## config.mk

```make
export PLATFORM = sky130hd
export DESIGN_NAME = ceespu_dmem_ctrl_flat
export DESIGN_NICKNAME = d
export VERILOG_FILES = /design/src/rtl/ceespu_dmem_ctrl_if.sv /design/src/rtl/ceespu_dmem_ctrl.sv /design/src/flat_wrapper.sv
export SDC_FILE = /design/constraint.sdc
export NUM_CORES = 1
export LEC_CHECK = 0
export BUFFER_PORTS_ARGS = -buffer_cell sky130_fd_sc_hd__buf_2
export CAP_MARGIN = 20
export CORE_MARGIN = 3
export CORE_UTILIZATION = 40
export CTS_CLUSTER_SIZE = 24
export DETAILED_ROUTE_END_ITERATION = 10
export PLACE_DENSITY = 0.86
export RECOVER_POWER = 25
export SLEW_MARGIN = 20
export SYNTH_ARGS = -nofsm -noshare
export SYNTH_HDL_FRONTEND = slang
export SYNTH_SLANG_ARGS = --single-unit
```

## constraint.sdc

```tcl
create_clock -name I_clk -period 1.6 [get_ports I_clk]
set_clock_uncertainty 0.05 [all_clocks]
set_input_delay 0.32 -clock I_clk [delete_from_list [all_inputs] [get_ports I_clk]]
set_output_delay 0.32 -clock I_clk [all_outputs]
set_load 0.1 [all_outputs]
```

## src/rtl/ceespu_dmem_ctrl_if.sv

```systemverilog
// Signal bundle between the ceespu core dmem port, the data-memory controller and the word bus.
// Names are as seen from the controller: I_* are controller inputs, O_* are controller outputs.
interface ceespu_dmem_ctrl_if #(
  parameter int ADDR_WIDTH = 16
);
  // Core side
  logic [ADDR_WIDTH-1:0] I_dmemAddress;
  logic [31:0]           I_dmemWData;
  logic                  I_dmemE;
  logic [3:0]            I_dmemWe;
  logic [31:0]           O_dmemData;
  logic                  O_dmemBusy;

  // Bus side: the controller holds O_busReq high until an I_busAck edge (or an abort).
  // Address, data and strobes stay constant for as long as O_busReq is high.
  // Read data on I_busRData is valid in the same cycle as I_busAck.
  logic [ADDR_WIDTH-3:0] O_busAddr;
  logic [31:0]           O_busWData;
  logic [3:0]            O_busWe;
  logic                  O_busReq;
  logic                  I_busAck;
  logic [31:0]           I_busRData;
  logic                  O_busErr;

  // Current controller state, 0=IDLE 1=RD 2=WR
  logic [1:0]            O_dbgState;

  modport slave (
    input  I_dmemAddress, I_dmemWData, I_dmemE, I_dmemWe, I_busAck, I_busRData,
    output O_dmemData, O_dmemBusy, O_busAddr, O_busWData, O_busWe, O_busReq,
           O_busErr, O_dbgState
  );

  modport master (
    output I_dmemAddress, I_dmemWData, I_dmemE, I_dmemWe, I_busAck, I_busRData,
    input  O_dmemData, O_dmemBusy, O_busAddr, O_busWData, O_busWe, O_busReq,
           O_busErr, O_dbgState
  );
endinterface

```

## src/rtl/ceespu_dmem_ctrl.sv

```systemverilog
// ceespu data-memory controller: posted one-entry writes, stalled reads over a req/ack word bus.
// Optional bus timeout with sticky error flag is enabled by defining CEESPU_DMEM_TIMEOUT_EN.
module ceespu_dmem_ctrl #(
  parameter int          ADDR_WIDTH     = 16,
  parameter int          TIMEOUT_CYCLES = 255,
  parameter logic [31:0] ERR_DATA       = 32'hDEADBEEF
) (
  input logic               I_clk,
  input logic               I_rst,
  ceespu_dmem_ctrl_if.slave dmem
);

  typedef enum logic [1:0] {
    ST_IDLE = 2'd0,
    ST_RD   = 2'd1,
    ST_WR   = 2'd2
  } state_t;

  state_t                r_state;
  state_t                w_next;
  logic                  w_accept;
  logic                  w_active;
  logic                  w_abort;
  logic [ADDR_WIDTH-3:0] r_addr;
  logic [31:0]           r_wdata;
  logic [3:0]            r_we;
  logic [31:0]           r_rdata;
  logic                  r_err;
  logic                  w_unused;

  // Busy is decoded from the state register alone so the core never sees a comb loop.
  assign w_active = (r_state != ST_IDLE);
  assign w_accept = (r_state == ST_IDLE) && dmem.I_dmemE;

`ifdef CEESPU_DMEM_TIMEOUT_EN
  localparam int CW = ($clog2(TIMEOUT_CYCLES + 1) > 8) ? $clog2(TIMEOUT_CYCLES + 1) : 8;

  logic [CW-1:0] r_cnt;

  // The count holds the number of unacked req cycles already elapsed; an ack on the limit edge wins.
  assign w_abort = w_active && !dmem.I_busAck && (r_cnt == CW'(TIMEOUT_CYCLES - 1));

  always_ff @(posedge I_clk or negedge I_rst) begin
    if (!I_rst) begin
      r_cnt <= '0;
    end else if (w_accept) begin
      r_cnt <= '0;
    end else if (w_active && !dmem.I_busAck) begin
      r_cnt <= r_cnt + CW'(1);
    end
  end

  always_ff @(posedge I_clk or negedge I_rst) begin
    if (!I_rst) begin
      r_err <= 1'b0;
    end else if (w_abort) begin
      r_err <= 1'b1;
    end
  end

  assign w_unused = ^dmem.I_dmemAddress[1:0];
`else
  assign w_abort  = 1'b0;
  assign r_err    = 1'b0;
  assign w_unused = ^{dmem.I_dmemAddress[1:0], ERR_DATA, 32'(TIMEOUT_CYCLES)};
`endif

  always_ff @(posedge I_clk or negedge I_rst) begin
    if (!I_rst) begin
      r_state <= ST_IDLE;
    end else begin
      r_state <= w_next;
    end
  end

  always_comb begin
    w_next = r_state;
    case (r_state)
      ST_IDLE: begin
        if (w_accept) begin
          w_next = (dmem.I_dmemWe != 4'b0000) ? ST_WR : ST_RD;
        end
      end
      ST_RD, ST_WR: begin
        if (dmem.I_busAck || w_abort) begin
          w_next = ST_IDLE;
        end
      end
      default: w_next = ST_IDLE;
    endcase
  end

  // Capture registers double as the bus drive, so the bus sees them stable for the whole request.
  always_ff @(posedge I_clk or negedge I_rst) begin
    if (!I_rst) begin
      r_addr  <= '0;
      r_wdata <= '0;
      r_we    <= '0;
    end else if (w_accept) begin
      r_addr <= dmem.I_dmemAddress[ADDR_WIDTH-1:2];
      r_we   <= dmem.I_dmemWe;
      if (dmem.I_dmemWe != 4'b0000) begin
        r_wdata <= dmem.I_dmemWData;
      end
    end
  end

  always_ff @(posedge I_clk or negedge I_rst) begin
    if (!I_rst) begin
      r_rdata <= '0;
    end else if ((r_state == ST_RD) && dmem.I_busAck) begin
      r_rdata <= dmem.I_busRData;
`ifdef CEESPU_DMEM_TIMEOUT_EN
    end else if ((r_state == ST_RD) && w_abort) begin
      r_rdata <= ERR_DATA;
`endif
    end
  end

  assign dmem.O_dmemData = r_rdata;
  assign dmem.O_dmemBusy = w_active;
  assign dmem.O_busReq   = w_active;
  assign dmem.O_busAddr  = r_addr;
  assign dmem.O_busWData = r_wdata;
  assign dmem.O_busWe    = r_we;
  assign dmem.O_busErr   = r_err;
  assign dmem.O_dbgState = r_state;

endmodule

```

## src/flat_wrapper.sv

```systemverilog
// flat-port wrapper written by rule: the top's interface ports become plain ports
module ceespu_dmem_ctrl_flat 
#(
  parameter int          ADDR_WIDTH     = 16,
  parameter int          TIMEOUT_CYCLES = 255,
  parameter logic [31:0] ERR_DATA       = 32'hDEADBEEF
)
  (I_clk, I_rst, dmem_I_dmemAddress, dmem_I_dmemWData, dmem_I_dmemE, dmem_I_dmemWe, dmem_I_busAck, dmem_I_busRData, dmem_O_dmemData, dmem_O_dmemBusy, dmem_O_busAddr, dmem_O_busWData, dmem_O_busWe, dmem_O_busReq, dmem_O_busErr, dmem_O_dbgState);
  ceespu_dmem_ctrl_if #(.ADDR_WIDTH(ADDR_WIDTH)) dmem_i ();
  input logic I_clk;
  input logic I_rst;
  input wire logic [$bits(dmem_i.I_dmemAddress)-1:0] dmem_I_dmemAddress;
  input wire logic [$bits(dmem_i.I_dmemWData)-1:0] dmem_I_dmemWData;
  input wire logic [$bits(dmem_i.I_dmemE)-1:0] dmem_I_dmemE;
  input wire logic [$bits(dmem_i.I_dmemWe)-1:0] dmem_I_dmemWe;
  input wire logic [$bits(dmem_i.I_busAck)-1:0] dmem_I_busAck;
  input wire logic [$bits(dmem_i.I_busRData)-1:0] dmem_I_busRData;
  output wire logic [$bits(dmem_i.O_dmemData)-1:0] dmem_O_dmemData;
  output wire logic [$bits(dmem_i.O_dmemBusy)-1:0] dmem_O_dmemBusy;
  output wire logic [$bits(dmem_i.O_busAddr)-1:0] dmem_O_busAddr;
  output wire logic [$bits(dmem_i.O_busWData)-1:0] dmem_O_busWData;
  output wire logic [$bits(dmem_i.O_busWe)-1:0] dmem_O_busWe;
  output wire logic [$bits(dmem_i.O_busReq)-1:0] dmem_O_busReq;
  output wire logic [$bits(dmem_i.O_busErr)-1:0] dmem_O_busErr;
  output wire logic [$bits(dmem_i.O_dbgState)-1:0] dmem_O_dbgState;
  assign dmem_i.I_dmemAddress = dmem_I_dmemAddress;
  assign dmem_i.I_dmemWData = dmem_I_dmemWData;
  assign dmem_i.I_dmemE = dmem_I_dmemE;
  assign dmem_i.I_dmemWe = dmem_I_dmemWe;
  assign dmem_i.I_busAck = dmem_I_busAck;
  assign dmem_i.I_busRData = dmem_I_busRData;
  assign dmem_O_dmemData = dmem_i.O_dmemData;
  assign dmem_O_dmemBusy = dmem_i.O_dmemBusy;
  assign dmem_O_busAddr = dmem_i.O_busAddr;
  assign dmem_O_busWData = dmem_i.O_busWData;
  assign dmem_O_busWe = dmem_i.O_busWe;
  assign dmem_O_busReq = dmem_i.O_busReq;
  assign dmem_O_busErr = dmem_i.O_busErr;
  assign dmem_O_dbgState = dmem_i.O_dbgState;
  ceespu_dmem_ctrl #(.ADDR_WIDTH(ADDR_WIDTH), .TIMEOUT_CYCLES(TIMEOUT_CYCLES), .ERR_DATA(ERR_DATA)) u_core (.I_clk(I_clk), .I_rst(I_rst), .dmem(dmem_i));
endmodule
```

# After elaboration in Yosys (flattened, before gate mapping)
# Cells that the tools add are included.
[totals] register_bits=84 input_bits=88 output_inout_bits=87
[op_classes] eq_ne=4 n_mux=4 n_reduce_logical=8
[op_table] cell="2-bit two-way mux" count=3
[op_table] cell="2-bit case mux with 2 select lines" count=1
[op_table] cell="2-bit AND reduction" count=2
[op_table] cell="4-bit nonzero test" count=1
[op_table] cell="2-bit by 1-bit == test with 1-bit output, second input constant" count=1
[op_table] cell="2-bit == test, second input constant" count=1
[op_table] cell="1-bit logical AND" count=2
[op_table] cell="2-bit zero test" count=1
[op_table] cell="2-bit by 1-bit != test with 1-bit output, second input constant" count=1
[op_table] cell="2-bit != test, second input constant" count=1
[op_table] cell="2-bit nonzero test" count=1
[op_table] cell="2-bit OR reduction" count=1

# Logic depth before layout (Yosys ltp)
# Gate-level depths: netlist of the first run.
[logic_depth] depth_word=4 mapped_depth=7 depth_no_buf=5

# Worst setup path before layout of the first run
# No wires, ideal clock.
[synth_timing] path_kind="flip-flop to output port" from="register u_core.r_state[1] (netlist: u_core.dmem.O_dbgState[1])" to="output port dmem_O_dmemBusy" t_arrival_ns=2.347 required_time_ns=1.230 slack_ns=-1.117 stages_incl_launch_ff=5 cell_sequence="dfrtp_1 inv_1 ha_1 inv_1 buf_4"
[synth_between] elab_chain_cells=1
[synth_rtl] item="start: declaration" line_no="ceespu_dmem_ctrl.sv:19" rtl="state_t r_state;"
[synth_rtl] item="start signal: assignment" line_no="ceespu_dmem_ctrl.sv:72" rtl="r_state <= w_next;"
[synth_rtl] item="2-bit nonzero test" line_no="ceespu_dmem_ctrl.sv:32" rtl="assign w_active = (r_state != ST_IDLE);"
[synth_rtl] item="end: declaration" line_no="flat_wrapper.sv:19" rtl="output wire logic [$bits(dmem_i.O_dmemBusy)-1:0] dmem_O_dmemBusy;"
# No other way between the ends.

# Final worst setup path of the first run
[layout_timing] from="register u_core.r_state[0] (netlist: u_core.dmem.O_dbgState[0])" to="output port dmem_O_dmemBusy"
# The elaborated chain is that of the path after synthesis.

==> flow_summary.ini, run 1 <==
[status]
status = complete, but fails checks
failed_checks = negative setup slack

[worst_setup_path]
start_kind = flip-flop
worst_ep_required_time_ns = 1.23
path_cells = inv_4 > ha_4 > buf_6 > clkinvlp_4 > buf_12
worstSetupEndpointType = output port
cp_top_family = flip-flops
cp_slowest_cell = dfrtp_4
arrival_ns = 1.46
path_class = reg2out
cp.buffers_inverters = 4
critPathMaxFanout = 3
slowest_delay_ns = 0.50

[clock_tree]
numCtsBuffers = 9
cts-htree-levels = 3
max-clock-path-buffers = 2
clock_sinks = 84
cts_tree = built
clk_root_buffer_cell = clkbuf_8
clk_pin_slew_worst_paths_ns = 0.09
clock_latency_ns = 0.33

[logic_synthesis]
syn-cell-area_mm2 = 0.00333
post-synth-top-count-cell = dfrtp_1
yosysTopAreaCell = dfrtp_1
synth_area_leaders = dfrtp_1 (63%), mux2_2 (18%), mux2_4 (14%), buf_6 (1.0%), buf_2 (0.75%)
synthTopCellsByCount = dfrtp_1 (84), mux2_2 (52), mux2_4 (30)
synth_fp_nets = 282
synthCells = 192
ys_ff_latch = 84
synth_cell_types = 17
ys.warnings.count = 0
yosysSeqAreaShare = 0.632
synthFlopType = dfrtp_1
ys_async_sr_fraction = 1.00
syn_avg_cell_area_um2 = 17.3
synth_edf_count = 0
yosysTopAreaCellShare = 0.632

[worst_hold_path]
hold_path.class = in2reg

[die]
die_area_mm2 = 0.00944
rows = 32
pin_count = 175
die_w_um = 97.2
die_h_um = 97.2
initial_utilization = 0.422
design.core.area_mm2 = 0.00789

[global_routing]
grt_max_degree = 45
grt_pass1_vias = 2578
grt_pass1_wl_um = 13200
grt_overflow = 0
antenna_found_initial = 0
grtUsageTotal = 0.174

[detailed_routing]
wl_per_cell_um = 16.7
wirelength_um = 8260
vias = 2363
drtIter0Drc = 41
drc = 0
final_antenna_net_count = 0
avgViaCountPerCell = 4.76
first_pass_iters = 4

[sta]
slew_violations = 0
fin_crit_sh = 1.14
setup_viol = 67
fmax_mhz = 546
max_slew_margin = 0.606
min_period_ns = 1.83
tightest_slew_ns = 0.591
grt_setup_unrepaired = yes
hold_violations = 0
finalWorstSetupSlack_ns = -0.231

[placement]
dp.cells = 468
dpl_worst_slack_ns = -0.0899
port-buffer-count = 171
place_congestion = 0.805
dpl.hpwl_um = 5640

[finish]
area_growth_pct = 51.1
diodes = 0
layout.nets = 479
fin_cells = 496
drive_gt1_frac = 0.764

[flow_run]
max_cap_violations = 0
## path summary, 6_finish.rpt
| path | slack [ns] | start | end | cells past startpoint |
|---|---|---|---|---|
| setup / recovery | -0.23 | u_core.dmem.O_dbgState[0]$_DFFE_PN0P_ | dmem_O_dmemBusy | 5 |
| hold / removal | 0.15 | dmem_I_busRData[5] | u_core.dmem.O_dmemData[5]$_DFFE_PN0P_ | 2 |
| setup reg to reg | -0.19 | u_core.dmem.O_dbgState[0]$_DFFE_PN0P_ | u_core.dmem.O_busWData[17]$_DFFE_PN0P_ | 7 |
| hold reg to reg | 0.46 | u_core.dmem.O_dmemData[5]$_DFFE_PN0P_ | u_core.dmem.O_dmemData[5]$_DFFE_PN0P_ | 1 |
| max in group asynchronous | 0.24 | I_rst | u_core.dmem.O_dmemData[17]$_DFFE_PN0P_ | 3 |
| min in group asynchronous | 0.46 | I_rst | u_core.dmem.O_busWData[24]$_DFFE_PN0P_ | 2 |
## worst reg2reg max path, cell delays in order (launching register included)
cell       delay (ns)
dfrtp_4          0.50
inv_4            0.07
ha_4             0.13
buf_4            0.11
nand2_4          0.06
nor2_4           0.23
clkbuf_16        0.23
mux2_4           0.30
## state kept, by name (all words and copies together) (netlist names)
name and count:
u_core.dmem.O_dmemData 32, u_core.dmem.O_dbgState 2, u_core.dmem.O_busWData 32, u_core.dmem.O_busWe 4, u_core.dmem.O_busAddr 14
## cell type report
class | instances | area (um2)
multi-input combinational | 94 | 1310
sequential | 84 | 2110
fill | 623 | 2860
clock buffer | 11 | 131
tap | 102 | 128
clock inverter | 5 | 85.1
inverter | 4 | 23.8
timing repair buffer | 196 | 1240
## layout by cell type, fill, tap and decap left out
cell type and count:
a32o_1 1, buf_12 7, buf_16 2, buf_2 166, buf_4 8, buf_6 4, buf_8 4, bufinv_16 2
clkbuf_1 3, clkbuf_16 1, clkbuf_2 2, clkbuf_8 9, clkinv_4 1, clkinvlp_4 2, conb_1 1, dfrtp_1 82
dfrtp_4 2, dlygate4sd3_1 1, ha_4 2, inv_1 1, inv_4 2, inv_6 1, mux2_2 20, mux2_4 62
nand2_4 1, nand2_8 1, nand2b_1 1, nand3_1 1, nor2_4 1, nor4_4 1, o21ai_1 1, o2bb2ai_1 1
## metal layers
metal / GRT usage / share of wire / vias up
li1: - / - / 1067
met1: 0.207 / 0.40 / 1187
met2: 0.294 / 0.51 / 98
met3: 0.0603 / 0.078 / 11
met4: 0.0583 / 0.014 / 0
met5: 0 / 0 / -
## what timing repair did
action | in CTS | in global routing
buffers inserted | 4 | 4
hold buffers | 1 | 0
pin swaps | 3 | 3
endpoints found under the hold margin | 21 | 0
endpoints found under the setup margin | 62 | 62
gates cloned | 4 | 1
gates resized for setup | 21 | 37
## per-stage QoR
stage | util | setup TNS, ns | hold slack, ns | cell area [um2]
3_5_place_dp | 0.566 | -1.90 | 0.190 | 4470
2_1_floorplan | - | -10.72 | -0.0256 | 3410
6_report | 0.637 | -8.82 | 0.148 | 5030
4_1_cts | 0.624 | -7.90 | 0.132 | 4920
5_1_grt | 0.637 | -11.67 | 0.130 | 5030
3_3_place_gp | 0.566 | -0.516 | 0.185 | 4470
## logic make-up (layout without fill, tap and decap cells)
logic type	count (synthesis)	after routing	share of synthesized area
other	1	1	0.00113
multiplexers	82	82	0.312
flip-flops	84	84	0.632
AO/OA/AOI/OAI	3	3	0.00715
buffers and inverters	14	216	0.0267
adder cells (fa/ha/maj)	2	2	0.00752
AND/OR/NAND/NOR	6	6	0.0139
Power of run 1 is left out: the tool's default activity adds up to more than one toggle a clock period on the data nets, which glitch-free logic cannot reach.
==> inputs of run 2 (changes only) <==
- CTS_BUF_LIST: unset -> sky130_fd_sc_hd__clkbuf_16
==> run 2 against run 1 <==
Utilization is 1.6 points higher; global-route usage grew 0.26 points; non-clock buffer count increased by 1; count of clock-buffer cells in the layout decreased by 2; setup slack better by 0.025 ns; via count rose by 1.3%; critical path depth did not move; sequential cell count stayed put; wire length grew 1.8%; register-to-register slack about the same; sequential share of layout area decreased by 1.0 points; the run still ends with negative setup slack left; maximum frequency up 1.4%.
==> flow_summary.ini, run 2 (synthesized netlist as in run 1, its figures left out) <==
[detailed_routing]
drc = 0
first_pass_iters = 4
final_antenna_net_count = 0
drtIter0Drc = 58
wl_per_cell_um = 16.9
vias = 2393
avgViaCountPerCell = 4.81
wirelength_um = 8410

[worst_setup_path]
cp_slowest_cell = dfrtp_4
worst_ep_required_time_ns = 1.23
critPathMaxFanout = 3
r2r-end = u_core.dmem.O_busWData[17]$_DFFE_PN0P_
path_class = reg2out
cp.buffers_inverters = 4
startpoint = u_core.dmem.O_dbgState[0]$_DFFE_PN0P_
worstSetupEndpointType = output port
crit_path_end = dmem_O_dmemBusy
start_kind = flip-flop
cp_num_cells = 5
path_cells = inv_4 > ha_4 > buf_6 > clkinvlp_4 > buf_12
worstRegToRegCells = 8
r2r_slack_ns = -0.19
r2r_start = u_core.dmem.O_dbgState[0]$_DFFE_PN0P_
slowest_delay_ns = 0.49
arrival_ns = 1.44
cp_top_family = buffers and inverters

[finish]
fin_cells = 497
drive_gt1_frac = 0.765
area_growth_pct = 54.9
final_cell_mix = buf_2 (166), dfrtp_1 (82), mux2_4 (62)
layout_commonest_cell = buf_2
nFillCells = 615
seq_area_mm2 = 0.00211
multi_input_area_mm2 = 0.00131
layout.nets = 480
diodes = 0

[worst_hold_path]
hold_path.class = in2reg

[die]
pin_count = 175
die_w_um = 97.2
rows = 32
die_area_mm2 = 0.00944
die_h_um = 97.2
initial_utilization = 0.422
design.core.area_mm2 = 0.00789

[sta]
grt_setup_unrepaired = yes
fin_crit_sh = 1.13
hold_violations = 0
tightest_slew_ns = 0.584
finalWorstSetupSlack_ns = -0.206
setup_viol = 67
slew_violations = 0
max_slew_margin = 0.611
min_period_ns = 1.81
fmax_mhz = 554

[global_routing]
antenna_found_initial = 0
grtUsageTotal = 0.176
grt_overflow = 0
grt_max_degree = 45
grt_pass1_wl_um = 13300
grt_pass1_vias = 2607

[clock_tree]
clk_pin_slew_worst_paths_ns = 0.06
clock_latency_ns = 0.32
clk_root_buffer_cell = clkbuf_16
numCtsBuffers = 9
cts-htree-levels = 3
cts_tree = built
clock_sinks = 84
max-clock-path-buffers = 2

[placement]
dpl.hpwl_um = 5640
place_congestion = 0.805
dpl_worst_slack_ns = -0.0899
dp.cells = 468
port-buffer-count = 171

[status]
failed_checks = negative setup slack
status = complete, but fails checks

[flow_run]
max_cap_violations = 0
run 2: timing repair:
| action | in CTS | in global routing |
|---|---|---|
| buffers inserted | 5 | 4 |
| hold buffers | 1 | 0 |
| resized for setup | 18 | 36 |
| pin swaps | 2 | 3 |
| hold endpoints to repair | 21 | 0 |
| cloned | 5 | 0 |
| setup endpoints to repair | 62 | 61 |
run 2: worst min-delay path by stage:
stage	cells past startpoint	to	from
floorplan	0	u_core.dmem.O_busAddr[0]$_DFFE_PN0P_	I_rst
global placement	1	u_core.dmem.O_busWData[24]$_DFFE_PN0P_	I_rst
detailed placement	1	u_core.dmem.O_busWData[24]$_DFFE_PN0P_	I_rst
CTS	2	u_core.dmem.O_dmemData[8]$_DFFE_PN0P_	dmem_I_busRData[8]
global route	2	u_core.dmem.O_busWData[30]$_DFFE_PN0P_	dmem_I_dmemWData[30]
finish	2	u_core.dmem.O_busWData[18]$_DFFE_PN0P_	dmem_I_dmemWData[18]
run 2: cell type report:
cell class	count	share of cell area
Multi-Input combinational cell	94	0.254
Inverter	4	0.00462
Tap cell	102	0.0248
Clock inverter	7	0.0180
Clock buffer	9	0.0437
Sequential cell	84	0.410
Timing Repair Buffer	197	0.245
run 2: per-stage QoR:
step           cell area (um2)  utilization  setup TNS [ns]  hold slack (ns)
2_1_floorplan             3410            -          -10.72          -0.0256
3_3_place_gp              4470        0.566          -0.516            0.185
3_5_place_dp              4470        0.566           -1.90            0.190
4_1_cts                   5060        0.641           -6.39            0.158
5_1_grt                   5150        0.653          -11.23            0.160
6_report                  5150        0.653           -8.01            0.170
run 2: per-layer routing:
| metal | global-route usage | part of all wire |
|---|---|---|
| met3 | 0.0639 | 0.081 |
| met4 | 0.0551 | 0.016 |
| met2 | 0.299 | 0.51 |
| met5 | 0 | 0 |
| met1 | 0.209 | 0.39 |
Power of run 2 is left out for the same reason.
